`config.mk`:
```
export PLATFORM = sky130hd
export DESIGN_NAME = axis_pkt_gen_v1_0_flat
export DESIGN_NICKNAME = d
export VERILOG_FILES = /design/src/rtl/axis_pkt_gen_v1_0_if.sv /design/src/rtl/axis_pkt_gen_v1_0.sv /design/src/flat_wrapper.sv
export SDC_FILE = /design/constraint.sdc
export NUM_CORES = 1
export LEC_CHECK = 0
export CORE_AREA = 2 2 143 145
export CTS_BUF_LIST = sky130_fd_sc_hd__clkbuf_8
export DETAILED_ROUTE_END_ITERATION = 12
export DIE_AREA = 0 0 145 147
export PLACE_DENSITY_LB_ADDON = 0.2
export SYNTH_ARGS = -nofsm -noshare
export SYNTH_HDL_FRONTEND = slang
export SYNTH_SLANG_ARGS = --single-unit
```
`constraint.sdc`:
```
create_clock -name m00_axis_aclk -period 5.5 [get_ports m00_axis_aclk]
set_input_delay 1.1 -clock m00_axis_aclk [delete_from_list [all_inputs] [get_ports m00_axis_aclk]]
set_output_delay 1.1 -clock m00_axis_aclk [all_outputs]
set_load 0.005 [all_outputs]
```
`src/rtl/axis_pkt_gen_v1_0_if.sv`:
```
// rtl/axis_pkt_gen_v1_0_if.sv - AXI4-Stream bundle for the packet generator
interface axis_pkt_gen_v1_0_if #(
  parameter int DATA_W = 32,
  parameter int USER_W = 1
);
  localparam int STRB_W = DATA_W / 8;

  logic [DATA_W-1:0] tdata;
  logic [STRB_W-1:0] tstrb;
  logic              tvalid;
  logic              tready;
  logic              tlast;
  logic [USER_W-1:0] tuser;

  modport master (output tdata, output tstrb, output tvalid, output tlast, output tuser,
                  input tready);
  modport slave  (input tdata, input tstrb, input tvalid, input tlast, input tuser,
                  output tready);
endinterface

```
`src/rtl/axis_pkt_gen_v1_0.sv`:
```
// rtl/axis_pkt_gen_v1_0.sv - AXI4-Stream packet traffic generator
module axis_pkt_gen_v1_0 #(
  parameter int C_AXIS_TDATA_WIDTH = 32,
  parameter int TUSER_WIDTH        = 1,
  parameter int LEN_WIDTH          = 16,
  parameter int CNT_WIDTH          = 16,
  parameter int GAP_WIDTH          = 8
) (
  input  logic                          m00_axis_aclk,
  input  logic                          m00_axis_areset,
  input  logic                          start,
  input  logic [LEN_WIDTH-1:0]          cfg_byte_len,
  input  logic [CNT_WIDTH-1:0]          cfg_pkt_count,
  input  logic [GAP_WIDTH-1:0]          cfg_gap,
  input  logic [C_AXIS_TDATA_WIDTH-1:0] cfg_seed,
  axis_pkt_gen_v1_0_if.master           m00_axis,
  output logic                          busy,
  output logic                          done,
  output logic [CNT_WIDTH-1:0]          pkts_sent
);
  localparam int BYTES = C_AXIS_TDATA_WIDTH / 8;
  localparam int LOG2B = $clog2(BYTES);

  typedef enum logic [1:0] {S_IDLE, S_SEND, S_GAP, S_DONE} state_t;

  state_t                        state_q, state_d;
  logic                          tvalid_q, tvalid_d;
  logic [C_AXIS_TDATA_WIDTH-1:0] tdata_q, tdata_d;
  logic [BYTES-1:0]              tstrb_q, tstrb_d;
  logic                          tlast_q, tlast_d;
  logic [TUSER_WIDTH-1:0]        tuser_q, tuser_d;
  logic                          busy_q, busy_d;
  logic                          done_q, done_d;
  logic [CNT_WIDTH-1:0]          pkts_q, pkts_d;
  logic [C_AXIS_TDATA_WIDTH-1:0] word_cnt_q, word_cnt_d;
  logic [LEN_WIDTH-1:0]          beat_cnt_q, beat_cnt_d;
  logic [GAP_WIDTH-1:0]          gap_cnt_q, gap_cnt_d;
  logic [LEN_WIDTH-1:0]          beats_q, beats_d;
  logic [BYTES-1:0]              last_strb_q, last_strb_d;
  logic [CNT_WIDTH-1:0]          count_q, count_d;
  logic [GAP_WIDTH-1:0]          gap_q, gap_d;
  logic [C_AXIS_TDATA_WIDTH-1:0] seed_q, seed_d;

  logic [LEN_WIDTH:0]   len_round;
  logic [LEN_WIDTH-1:0] acc_beats;
  logic [LEN_WIDTH-1:0] acc_rem;
  logic [BYTES-1:0]     acc_strb;
  logic                 present;
  logic                 beat_is_last;

  // Packet geometry from the live config, captured only when a start is accepted
  always_comb begin
    len_round = {1'b0, cfg_byte_len} + (LEN_WIDTH+1)'(BYTES - 1);
    acc_beats = LEN_WIDTH'(len_round >> LOG2B);
    acc_rem   = cfg_byte_len & LEN_WIDTH'(BYTES - 1);
    acc_strb  = '0;
    for (int i = 0; i < BYTES; i++) begin
      acc_strb[i] = (acc_rem == '0) || (i < int'(acc_rem));
    end
  end

  // Next-state logic; "present" loads the beat addressed by word_cnt_d/beat_cnt_d
  always_comb begin
    state_d      = state_q;
    tvalid_d     = tvalid_q;
    tdata_d      = tdata_q;
    tstrb_d      = tstrb_q;
    tlast_d      = tlast_q;
    tuser_d      = tuser_q;
    busy_d       = busy_q;
    done_d       = 1'b0;
    pkts_d       = pkts_q;
    word_cnt_d   = word_cnt_q;
    beat_cnt_d   = beat_cnt_q;
    gap_cnt_d    = gap_cnt_q;
    beats_d      = beats_q;
    last_strb_d  = last_strb_q;
    count_d      = count_q;
    gap_d        = gap_q;
    seed_d       = seed_q;
    present      = 1'b0;
    beat_is_last = 1'b0;

    case (state_q)
      S_IDLE: begin
        if (start && (cfg_byte_len != '0) && (cfg_pkt_count != '0)) begin
          beats_d     = acc_beats;
          last_strb_d = acc_strb;
          count_d     = cfg_pkt_count;
          gap_d       = cfg_gap;
          seed_d      = cfg_seed;
          pkts_d      = '0;
          word_cnt_d  = '0;
          beat_cnt_d  = '0;
          busy_d      = 1'b1;
          state_d     = S_SEND;
        end
      end
      S_SEND: begin
        if (!tvalid_q) begin
          present = 1'b1;
        end else if (m00_axis.tready) begin
          word_cnt_d = word_cnt_q + 1'b1;
          if (tlast_q) begin
            pkts_d     = pkts_q + 1'b1;
            beat_cnt_d = '0;
            if (pkts_d == count_q) begin
              tvalid_d = 1'b0;
              tlast_d  = 1'b0;
              tuser_d  = '0;
              busy_d   = 1'b0;
              done_d   = 1'b1;
              state_d  = S_DONE;
            end else if (gap_q == '0) begin
              present = 1'b1;
            end else begin
              tvalid_d  = 1'b0;
              gap_cnt_d = gap_q;
              state_d   = S_GAP;
            end
          end else begin
            beat_cnt_d = beat_cnt_q + 1'b1;
            present    = 1'b1;
          end
        end
      end
      S_GAP: begin
        // Loading the beat on the final gap cycle keeps the idle window exactly gap_q long
        if (gap_cnt_q <= GAP_WIDTH'(1)) begin
          present = 1'b1;
          state_d = S_SEND;
        end else begin
          gap_cnt_d = gap_cnt_q - 1'b1;
        end
      end
      S_DONE: begin
        state_d = S_IDLE;
      end
      default: state_d = S_IDLE;
    endcase

    if (present) begin
      beat_is_last = (beat_cnt_d == (beats_q - LEN_WIDTH'(1)));
      tvalid_d     = 1'b1;
      tdata_d      = seed_q + word_cnt_d;
      tlast_d      = beat_is_last;
      tstrb_d      = beat_is_last ? last_strb_q : '1;
      tuser_d      = '0;
      tuser_d[0]   = (beat_cnt_d == '0);
    end
  end

  // State and output registers
  always_ff @(posedge m00_axis_aclk) begin
    if (m00_axis_areset) begin
      state_q     <= S_IDLE;
      tvalid_q    <= 1'b0;
      tdata_q     <= '0;
      tstrb_q     <= '0;
      tlast_q     <= 1'b0;
      tuser_q     <= '0;
      busy_q      <= 1'b0;
      done_q      <= 1'b0;
      pkts_q      <= '0;
      word_cnt_q  <= '0;
      beat_cnt_q  <= '0;
      gap_cnt_q   <= '0;
      beats_q     <= '0;
      last_strb_q <= '0;
      count_q     <= '0;
      gap_q       <= '0;
      seed_q      <= '0;
    end else begin
      state_q     <= state_d;
      tvalid_q    <= tvalid_d;
      tdata_q     <= tdata_d;
      tstrb_q     <= tstrb_d;
      tlast_q     <= tlast_d;
      tuser_q     <= tuser_d;
      busy_q      <= busy_d;
      done_q      <= done_d;
      pkts_q      <= pkts_d;
      word_cnt_q  <= word_cnt_d;
      beat_cnt_q  <= beat_cnt_d;
      gap_cnt_q   <= gap_cnt_d;
      beats_q     <= beats_d;
      last_strb_q <= last_strb_d;
      count_q     <= count_d;
      gap_q       <= gap_d;
      seed_q      <= seed_d;
    end
  end

  assign m00_axis.tvalid = tvalid_q;
  assign m00_axis.tdata  = tdata_q;
  assign m00_axis.tstrb  = tstrb_q;
  assign m00_axis.tlast  = tlast_q;
  assign m00_axis.tuser  = tuser_q;
  assign busy            = busy_q;
  assign done            = done_q;
  assign pkts_sent       = pkts_q;
endmodule

```
`src/flat_wrapper.sv`:
```
// flat-port wrapper written by rule: the top's interface ports become plain ports
module axis_pkt_gen_v1_0_flat 
#(
  parameter int C_AXIS_TDATA_WIDTH = 32,
  parameter int TUSER_WIDTH        = 1,
  parameter int LEN_WIDTH          = 16,
  parameter int CNT_WIDTH          = 16,
  parameter int GAP_WIDTH          = 8
)
  (m00_axis_aclk, m00_axis_areset, start, cfg_byte_len, cfg_pkt_count, cfg_gap, cfg_seed, busy, done, pkts_sent, m00_axis_tdata, m00_axis_tstrb, m00_axis_tvalid, m00_axis_tlast, m00_axis_tuser, m00_axis_tready);
  axis_pkt_gen_v1_0_if #(.DATA_W(32), .USER_W(1)) m00_axis_i ();
  input  logic m00_axis_aclk;
  input  logic m00_axis_areset;
  input  logic start;
  input  logic [LEN_WIDTH-1:0] cfg_byte_len;
  input  logic [CNT_WIDTH-1:0] cfg_pkt_count;
  input  logic [GAP_WIDTH-1:0] cfg_gap;
  input  logic [C_AXIS_TDATA_WIDTH-1:0] cfg_seed;
  output logic busy;
  output logic done;
  output logic [CNT_WIDTH-1:0] pkts_sent;
  output wire logic [$bits(m00_axis_i.tdata)-1:0] m00_axis_tdata;
  output wire logic [$bits(m00_axis_i.tstrb)-1:0] m00_axis_tstrb;
  output wire logic [$bits(m00_axis_i.tvalid)-1:0] m00_axis_tvalid;
  output wire logic [$bits(m00_axis_i.tlast)-1:0] m00_axis_tlast;
  output wire logic [$bits(m00_axis_i.tuser)-1:0] m00_axis_tuser;
  input wire logic [$bits(m00_axis_i.tready)-1:0] m00_axis_tready;
  assign m00_axis_tdata = m00_axis_i.tdata;
  assign m00_axis_tstrb = m00_axis_i.tstrb;
  assign m00_axis_tvalid = m00_axis_i.tvalid;
  assign m00_axis_tlast = m00_axis_i.tlast;
  assign m00_axis_tuser = m00_axis_i.tuser;
  assign m00_axis_i.tready = m00_axis_tready;
  axis_pkt_gen_v1_0 #(.C_AXIS_TDATA_WIDTH(C_AXIS_TDATA_WIDTH), .TUSER_WIDTH(TUSER_WIDTH), .LEN_WIDTH(LEN_WIDTH), .CNT_WIDTH(CNT_WIDTH), .GAP_WIDTH(GAP_WIDTH)) u_core (.m00_axis_aclk(m00_axis_aclk), .m00_axis_areset(m00_axis_areset), .start(start), .cfg_byte_len(cfg_byte_len), .cfg_pkt_count(cfg_pkt_count), .cfg_gap(cfg_gap), .cfg_seed(cfg_seed), .m00_axis(m00_axis_i), .busy(busy), .done(done), .pkts_sent(pkts_sent));
endmodule
```
==> metrics.md <==
| Metric | Value |
|---|---|
| Post-Syn Area | 0.0115 mm² |
| Dpl hpwl | 22300 µm |
| Setup crit start kind | input port |
| VDD IR-drop max | 0.212 mV |
| RSZ-0062 raised after global routing | no |
| H-tree depth | 4 |
| Vias per cell | 5.89 |
| Worst Setup Slack, final | 0.365 ns |
| Area Overhead vs Synth | 16.8% |
| Clk buf depth | 2 |
| WL met2 | 15000 µm |
| Largest net degree at the start of global routing | 77 |
| Post-CTS setup buffer count | 0 |
| Post-synth top cells | nand2_1, dfxtp_1, nor2_1 |
| Max-cap violations | 0 |
| Latest clock arrival within the worst-skew pair | 0.49 ns |
| Gr usage total | 0.290 |
| Cts repair resizes | 0 |
| Die Width | 145 µm |
| Max Slew Vio Count | 0 |
| Leading post-synthesis cells by cell area | dfxtp_1, nand2_1, xnor2_1, a21oi_1, ha_1 |
| # diodes | 0 |
| Lkg Pwr | 5.18 nW |
| DRT Wirelength | 30900 µm |
| Initial Util | 0.581 |
| Final TNS setup | 0 ns |
| Clock root cell | clkbuf_8 |
| Yosys top cell area share | 0.330 |
| Final Critical Period | 5.14 ns |
| Hold Buf Count CTS | 0 |
| Global-route wire length before repair | 51300 µm |
| Placed cells | 1812 |
| Post-DR wirelength/cell | 16.8 µm |
| CP required | 5.89 ns |
| Async S/R FF share, synth | 0 |
| Worst Hold Class | reg2reg |
| Synth Flop Type | dfxtp_1 |
| Critical path class | in2reg |
| Clock power frac | 0.216 |
| CTS Buf Count | 17 |
| Layout cell share with drive strength beyond 1 | 0.0540 |
| Switching power | 1.92 mW |
| Measured slew at the worst slew-check pin | 1.08 ns |
| Power share of the combinational group | 0.416 |
| Switching fraction of total power | 0.411 |
| Syn nets | 1592 |
| Number of global-route vias before repair | 10500 |
| Cell with the most instances after synthesis | nand2_1 |
| Clk sinks | 190 |
| CP Max Fanout | 34 |
| CP arrival | 5.52 ns |
| Met3 WL | 1590 µm |
| Synth Instances | 1472 |
| Yosys warnings | 0 |
| Metal1 wirelength | 13600 µm |
| DP Area | 0.0130 mm² |
| Fin area | 0.0135 mm² |
| Layout Nets | 1681 |
| Setup Skew | 0.0195 ns |
| # IOs | 133 |
| Status | completed |
| Number of DRC markers after the initial detailed-route iteration | 600 |
| Sequential power share | 0.368 |
| Buffers on Ports | 132 |
| Worst slew margin | 0.279 |
| Cell-internal power | 2.75 mW |
| R2R setup slack | 1.14 ns |
| Post-synth EDFFs | 0 |
| Pwr/cell area | 347 mW/mm² |
| Core ar. | 0.0198 mm² |
| Remaining Overflow, GRT | 0 |
| Rows | 52 |
| Die ar. | 0.0213 mm² |
| Antenna violations before repair | 0 |
| Tcrit/Tclk final | 0.934 |
| Tot Pwr | 4.66 mW |
| GPL Wtd Cong | 0.907 |
| Hold Vio Cnt, Final | 0 |
| Post-place setup slack | -0.0368 ns |
| Crit. End Element | flop |
| Layout Cells excl Fill | 1844 |
| # setup viols final | 0 |
| Area leader, netlist | dfxtp_1 |
| Vias | 10900 |
| Register area share after synthesis | 0.330 |
| Post-synthesis cell type count | 81 |
| Vert. Die Dim | 147 µm |
| Fmax | 0.195 GHz |
| Drt pass-1 iters | 7 |
| Yosys reg bits | 190 |
| Post-route DRC | 0 |
| DR top layer | met4 |
| ANT nets after route | 0 |
| Syn avg cell area | 7.83 µm² |
| CTS tree | built |
| Clock-pin slew on the worst setup and hold paths | 0.10 ns |
## path summary, 6_finish.rpt
| kind | from | end | cells after the start |
|---|---|---|---|
| worst min register to register | u_core.m00_axis.tdata[1]$_SDFFE_PP0P_ | u_core.m00_axis.tdata[1]$_SDFFE_PP0P_ | 2 |
| worst max register to register | u_core.m00_axis.tvalid$_SDFFE_PP0N_ | u_core.m00_axis.tdata[31]$_SDFFE_PP0P_ | 18 |
| worst min-delay path | u_core.m00_axis.tdata[1]$_SDFFE_PP0P_ | u_core.m00_axis.tdata[1]$_SDFFE_PP0P_ | 2 |
| worst max-delay path | cfg_byte_len[1] | u_core.m00_axis.tdata[31]$_SDFFE_PP0P_ | 19 |
## layout make-up
| type | count | area (µm²) |
|---|---|---|
| clock buffers | 18 | 248 |
| clock inverters | 14 | 178 |
| fillers | 1727 | 6380 |
| inverters | 26 | 97.6 |
| multi-input cells | 1166 | 7250 |
| flip-flops and latches | 190 | 3800 |
| well taps | 270 | 338 |
| repair buffers | 160 | 1540 |
## worst max-delay path, stage by stage
cell             delay, ns
clkdlybuf4s50_1       0.46
inv_1                 0.10
ha_1                  0.23
nor4b_1               0.32
nand4_1               0.32
a31oi_4               0.28
buf_12                0.21
nand2_1               0.06
o21ai_0               0.14
ha_1                  0.28
o21ai_0               0.12
o21ai_0               0.37
nand4_1               0.21
a21oi_1               0.27
nor2_1                0.14
o31a_1                0.36
o21ai_0               0.23
xnor2_1               0.10
a22o_1                0.19
## power groups by stage
| stage | Combinational (mW) | Sequential, mW | Clock (mW) |
|---|---|---|---|
| after floorplan | 1.36 | 1.69 | 0 |
| after global placement | 1.88 | 1.74 | 0 |
| after detailed placement | 1.92 | 1.74 | 0 |
| after CTS | 1.93 | 1.71 | 1.02 |
| after global routing | 2.12 | 1.74 | 1.07 |
| final | 1.94 | 1.72 | 1.01 |
## cells in the final DEF, fill, tap and decap left out, types with 8 or more instances in the layout
cell type	count
buf_4	28
a22oi_1	14
nor2b_1	8
nor4_1	21
nand3_1	51
nand2_1	224
a211oi_1	23
ha_1	43
clkdlybuf4s50_1	131
nand2b_1	9
or3_1	13
o21ai_0	51
dfxtp_1	190
nor2_1	142
xor2_1	31
nand4_1	27
nor3_1	22
mux2i_1	35
a31oi_1	10
and3_1	29
clkbuf_8	18
a21o_1	22
a21oi_1	130
a22o_1	20
inv_1	26
and2_1	35
xnor2_1	77
## state kept, by name, indices dropped and copies added (netlist names)
register / cells
u_core.beats_q: 15
u_core.m00_axis.tvalid: 1
u_core.gap_cnt_q: 8
u_core.m00_axis.tdata: 32
u_core.m00_axis.tstrb: 4
u_core.busy: 1
u_core.gap_q: 8
u_core.done: 1
u_core.m00_axis.tuser: 1
u_core.m00_axis.tlast: 1
u_core.beat_cnt_q: 16
u_core.state_q: 2
u_core.count_q: 16
u_core.last_strb_q: 4
u_core.seed_q: 32
u_core.word_cnt_q: 32
u_core.pkts_sent: 16
## logic make-up (layout without fill, tap and decap cells)
| group | after synthesis | count (layout) | synth area share |
|---|---|---|---|
| buffers and inverters | 116 | 218 | 0.0428 |
| adders and majority gates | 44 | 44 | 0.0484 |
| and+or+nand+nor | 622 | 622 | 0.263 |
| DFF | 190 | 190 | 0.330 |
| muxes | 36 | 36 | 0.0314 |
| xor gates and xnor gates | 109 | 109 | 0.0840 |
| AOI/OAI and AO/OA | 355 | 355 | 0.200 |
## routing by layer
| layer | global-route usage | vias to the layer above |
|---|---|---|
| li1 | - | 5431 |
| met1 | 0.371 | 5045 |
| met2 | 0.505 | 331 |
| met3 | 0.0466 | 48 |
| met4 | 0.0876 | 0 |
| met5 | 0 | - |
## metrics by stage
step	hold slack (ns)	util
2_1_floorplan	0.437	-
3_3_place_gp	0.445	0.657
3_5_place_dp	0.451	0.657
4_1_cts	0.465	0.678
5_1_grt	0.480	0.678
6_report	0.465	0.678
Power figures use the tool's default switching activity.
